--- src/rtl/led_effect.sv ---
// LED effect engine: per-LED blink masking and global PWM dimming applied to
// the raw LED image before it is registered onto the board pins. A small
// four-register bus interface holds control, blink half-period and blink mask.
module led_effect #(
  parameter int TICK_DIV  = 23000,
  parameter int BLINK_RST = 500
) (
  input  logic        led_clk,
  input  logic        ledrst,
  input  logic        effcs,
  input  logic        effwrite,
  input  logic [1:0]  effaddr,
  input  logic [15:0] effwdata,
  output logic [15:0] effrdata,
  input  logic [23:0] ledin,
  output logic [23:0] ledpin
);

  localparam int              PW          = (TICK_DIV > 1) ? $clog2(TICK_DIV) : 1;
  localparam logic [PW-1:0]   PRESC_MAX   = PW'(TICK_DIV - 1);
  localparam logic [15:0]     BLINK_RST_V = 16'(BLINK_RST);

  typedef enum logic [1:0] {
    ADDR_CTRL    = 2'b00,
    ADDR_HALF    = 2'b01,
    ADDR_MASK_LO = 2'b10,
    ADDR_MASK_HI = 2'b11
  } reg_addr_e;

  // Register file
  logic        r_blink_en;
  logic        r_dim_en;
  logic [7:0]  r_duty;
  logic [15:0] r_blink_half;
  logic [23:0] r_mask;

  // Timing state
  logic [PW-1:0] r_presc;
  logic [15:0]   r_blink_cnt;
  logic          r_phase;
  logic [7:0]    r_pwm_cnt;
  logic [23:0]   r_ledpin;

  // Decoded write strobes
  logic        w_wr;
  logic        w_wr_ctrl;
  logic        w_wr_half;
  logic        w_wr_mask_lo;
  logic        w_wr_mask_hi;
  logic        w_tick;
  logic        w_pwm_on;
  logic [23:0] w_blink_ok;
  logic        w_dim_ok;
  logic [23:0] w_led_next;

  assign w_wr         = effcs & effwrite;
  assign w_wr_ctrl    = w_wr & (effaddr == ADDR_CTRL);
  assign w_wr_half    = w_wr & (effaddr == ADDR_HALF);
  assign w_wr_mask_lo = w_wr & (effaddr == ADDR_MASK_LO);
  assign w_wr_mask_hi = w_wr & (effaddr == ADDR_MASK_HI);

  // Bus register writes; CTRL bits [7:2] are not stored
  // NOTE: sequential state uses non-blocking assignments so every register
  // samples pre-edge values regardless of block ordering.
  always_ff @(posedge led_clk or posedge ledrst) begin
    if (ledrst) begin
      r_blink_en   <= 1'b0;
      r_dim_en     <= 1'b0;
      r_duty       <= 8'h00;
      r_blink_half <= BLINK_RST_V;
      r_mask       <= 24'h000000;
    end else begin
      if (w_wr_ctrl) begin
        r_blink_en <= effwdata[0];
        r_dim_en   <= effwdata[1];
        r_duty     <= effwdata[15:8];
      end
      if (w_wr_half)    r_blink_half  <= effwdata;
      if (w_wr_mask_lo) r_mask[15:0]  <= effwdata;
      if (w_wr_mask_hi) r_mask[23:16] <= effwdata[7:0];
    end
  end

  // Combinational readback of the addressed register, independent of effcs
  // NOTE: every output of this block gets a default first so no latch can form.
  always_comb begin
    effrdata = 16'h0000;
    case (reg_addr_e'(effaddr))
      ADDR_CTRL:    effrdata = {r_duty, 6'b000000, r_dim_en, r_blink_en};
      ADDR_HALF:    effrdata = r_blink_half;
      ADDR_MASK_LO: effrdata = r_mask[15:0];
      ADDR_MASK_HI: effrdata = {8'h00, r_mask[23:16]};
      default:      effrdata = 16'h0000;
    endcase
  end

  assign w_tick = (r_presc == PRESC_MAX);

  // Free-running tick prescaler; bus writes never disturb it
  always_ff @(posedge led_clk or posedge ledrst) begin
    if (ledrst)      r_presc <= '0;
    else if (w_tick) r_presc <= '0;
    else             r_presc <= r_presc + 1'b1;
  end

  // Blink half-period counter and phase; a BLINK_HALF write restarts the
  // period with the LEDs visible and wins over a coincident tick
  always_ff @(posedge led_clk or posedge ledrst) begin
    if (ledrst) begin
      r_blink_cnt <= 16'h0000;
      r_phase     <= 1'b1;
    end else if (w_wr_half || (r_blink_half == 16'h0000)) begin
      r_blink_cnt <= 16'h0000;
      r_phase     <= 1'b1;
    end else if (w_tick) begin
      if (r_blink_cnt == r_blink_half - 16'd1) begin
        r_blink_cnt <= 16'h0000;
        r_phase     <= ~r_phase;
      end else begin
        r_blink_cnt <= r_blink_cnt + 16'd1;
      end
    end
  end

  // Free-running 8-bit PWM counter, wraps 255 -> 0
  always_ff @(posedge led_clk or posedge ledrst) begin
    if (ledrst) r_pwm_cnt <= 8'h00;
    else        r_pwm_cnt <= r_pwm_cnt + 8'd1;
  end

  assign w_pwm_on   = (r_pwm_cnt < r_duty);
  assign w_blink_ok = ~{24{r_blink_en}} | ~r_mask | {24{r_phase}};
  assign w_dim_ok   = ~r_dim_en | w_pwm_on;
  assign w_led_next = ledin & w_blink_ok & {24{w_dim_ok}};

  // Registered pin drive; reset blanks the pins immediately
  always_ff @(posedge led_clk or posedge ledrst) begin
    if (ledrst) r_ledpin <= 24'h000000;
    else        r_ledpin <= w_led_next;
  end

  assign ledpin = r_ledpin;

endmodule

--- config.mk ---
export PLATFORM = sky130hd
export DESIGN_NAME = led_effect
export DESIGN_NICKNAME = d
export VERILOG_FILES = /design/src/rtl/led_effect.sv
export SDC_FILE = /design/constraint.sdc
export NUM_CORES = 1
export LEC_CHECK = 0
export BUFFER_PORTS_ARGS = -buffer_cell sky130_fd_sc_hd__buf_2
export CORE_ASPECT_RATIO = 1.5
export CORE_UTILIZATION = 35
export CTS_CLUSTER_DIAMETER = 80
export DETAILED_ROUTE_END_ITERATION = 10
export PLACE_DENSITY = 0.63
export SYNTH_ARGS = -nofsm -noshare
export SYNTH_HDL_FRONTEND = slang
export SYNTH_SLANG_ARGS = --single-unit
export TNS_END_PERCENT = 50
--- constraint.sdc ---
create_clock -name led_clk -period 11.55 [get_ports led_clk]
set_input_delay 2.31 -clock led_clk [delete_from_list [all_inputs] [get_ports led_clk]]
set_output_delay 2.31 -clock led_clk [all_outputs]
set_load 0.05 [all_outputs]
==> metrics <==
crit path launch type=input pin; n_diodes=0; slowest CP cell=nor2b_1; CTS tree=yes; Max FO, Critical Path=20; Setup-failing EPs final=0; Final Total Pwr=1.374 mW; Slew @ Worst Pin=1226 ps; Slew headroom=17.83%; Critical Path Source=effaddr[0]; reg2reg setup slack=8330 ps; number of flops mapped to enable cells by yosys=0; PwrDens=194.3 nW/um^2; num ports=86; status=finished clean; met2 track utilization from global routing=32.05%; routed vias/inst=5.253; Most used DFF post-synth=dfrtp_1; post-route insts no fill=858; clock buffer depth=2; CTS Buf Count=17; Inst Count DP=826; largest net degree at the start of global routing=68; share of layout cells above drive strength 1=29.75%; Yosys reg bits=114; R2R cell count=7; Req. time, crit path=9240 ps; fin area=7072 um^2; IO Port Bufs=85; Critical R2R Launch=r_blink_half[0]; Final Util=43.68%; syn_nets=613; post-cts sizing count=0; drt wl/cell=16.27 um; Reg-to-Reg End=r_blink_cnt[13]; initial detailed-routing violation count=263; setup tns final=0 ps; worst vdd ir=0.1100 mV; post-CTS setup buffers=0; Critical Path AT=3880 ps; First-pass DRT Iterations=4; RePlAce Congestion=0.8377; Lkg Pwr=3.204 nW; Yosys Warn Count=0; crit path kind=in2out; placed wire-length estimate=10.22 mm; Top Usage Layer GRT=met2; final slew viol count=0; Hold Crit Start=r_pwm_cnt[7]; Die Footprint=17,100 um^2; FP Rows=57; Starting Density=35.82%; GR met3 Demand/Resource=3.837%; Placed Area=6392 um^2; Final ANT Viol Nets=0; Max Clock Skew=14.95 ps; CP max stage delay=600 ps; CP Cell Sequence=buf_2 > nor2b_1 > a22o_1 > buf_2; synthesized cell area=5799 um^2; Seq/Total Area, Yosys=49.34%; met1 Resource Use GR=18.97%; Setup crit end kind=output pin; Die Ht=159.7 um; # fillers=1,483; fin crit share=53.57%; drt drc=0; Total GRT Usage=17.51%; final hold violation count=0; ys async rst share=100.0%; cells after synthesis=556; first-pass GRT wire length=23.38 mm; via count=4,507; Worst-Skew Late Latency=410 ps; cts hold-fix bufs=0; Clock Pin Slew Worst Setup and Hold Paths=50 ps; Synth Area per Inst=10.43 um^2; number of max-cap violations=0; Worst Hold Endpoint=r_pwm_cnt[7]; initial antenna violation count=0; post-placement setup slack=5374 ps; worst min-delay path category=reg2reg; CTS sink count=114; RSZ-0062 raised after global routing=no; minimum hold slack=477.0 ps; Die Wd=107.1 um; core area=16,190 um^2; H-tree levels=4; Final Critical Period=6187 ps; PnR worst setup slack=5363 ps; routed wire length=13.96 mm; Hold Path Stages=1; grt total ovfl=0; area grow syn2layout=21.94%; Max Freq=161.6 MHz; critical path's most frequent cell=buf_2; Yosys cell types=56; fin nets=696; vias in the first global route=4,693; Clock Root Buffer=clkbuf_16
## final cells by class
class                           count  area [um^2]  share of cell area, %
Clock inverter                     14        250.2                  3.539
Multi-Input combinational cell    394         2729                  38.59
Clock buffer                       18        429.2                  6.069
Timing Repair Buffer               89        455.4                  6.440
Tap cell                          206        257.7                  3.645
Inverter                           23        88.84                  1.256
Sequential cell                   114         2861                  40.46
## per-layer routing
| metal | vias up | part of all wire [%] |
|---|---|---|
| met5 | - | 0 |
| met4 | 0 | 2.0 |
| met3 | 17 | 3.8 |
| met2 | 113 | 55 |
| met1 | 2261 | 39 |
| li1 | 2116 | - |
## registers in the layout (all words and copies together) (netlist names)
| name | flops |
|---|---|
| ledpin | 24 |
| r_phase | 1 |
| r_dim_en | 1 |
| r_blink_en | 1 |
| r_duty | 8 |
| r_pwm_cnt | 8 |
| r_blink_half | 16 |
| r_mask | 24 |
| r_presc | 15 |
| r_blink_cnt | 16 |
## synth_stat cells (6+ instances only)
master    number  area, um^2
o21ai_0       21       105.1
nand2_1       64       240.2
dfrtp_1      107        2678
mux2_2        50       563.0
a22o_1         6       52.55
a21oi_1       29       145.1
dfstp_2        7       183.9
mux2i_1        9       90.09
nor2_1        29       108.9
nand4_1        7       43.79
nor3_1         7       35.03
clkbuf_1      20       75.07
inv_1         23       86.33
ha_1          11       137.6
xnor2_1       23       201.4
xor2_1        23       201.4
nand3_1       48       240.2
o22ai_1        6       37.54
## layout by cell type (no fill, tap or decap), types with 2 or more instances in the layout
master	Yosys	layout
a21o_1	4	4
a21oi_1	29	29
a22o_1	6	6
a31oi_1	5	5
and2_1	2	2
and3_1	4	4
buf_2	0	85
buf_4	0	4
bufinv_16	0	6
clkbuf_16	0	17
clkinv_4	0	5
dfrtp_1	107	107
dfstp_2	7	7
ha_1	11	11
inv_1	23	22
inv_6	0	3
mux2_2	50	50
mux2i_1	9	9
mux4_2	2	2
nand2_1	64	64
nand2b_1	2	2
nand3_1	48	48
nand4_1	7	7
nor2_1	29	29
nor2_2	3	3
nor2b_1	5	5
nor3_1	7	6
nor3b_1	2	2
nor4_1	2	2
o211ai_1	3	3
o21ai_0	21	21
o22ai_1	6	6
or3_1	3	3
xnor2_1	23	23
xor2_1	23	23
## worst max-delay path, delay by kind of cell
kind	cells	cell delay [ps]
simple gates	1	600
compound gates	1	260
buf+inv	2	700
## worst max-delay path by stage
stage / endpoint / slack (ps) / depth (start not counted)
5_1_grt: effrdata[3] / 5280 / 4
4_1_cts: effrdata[3] / 5360 / 4
3_5_place_dp: effrdata[6] / 5370 / 4
3_3_place_gp: effrdata[5] / 5390 / 4
6_report: effrdata[3] / 5360 / 4
2_1_floorplan: effrdata[10] / 4900 / 4
## kinds of logic (layout without fill, tap and decap cells)
logic type               after synthesis  count (layout)  synth area share [%]
multiplexers                          61              61                 12.04
adder cells (fa/ha/maj)               12              12                 2.546
XOR/XNOR                              46              46                 6.947
AO/OA/AOI/OAI                         85              85                 9.083
AND/OR/NAND/NOR                      190             190                 16.35
buffers and inverters                 48             144                 3.689
flip-flops                           114             114                 49.34
## power by group
group / switching [mW] / internal, mW
Clock: 0.197 / 0.408
Sequential: 0.0491 / 0.453
Combinational: 0.170 / 0.0967
Total: 0.416 / 0.958
(Power assumes the default switching activity.)
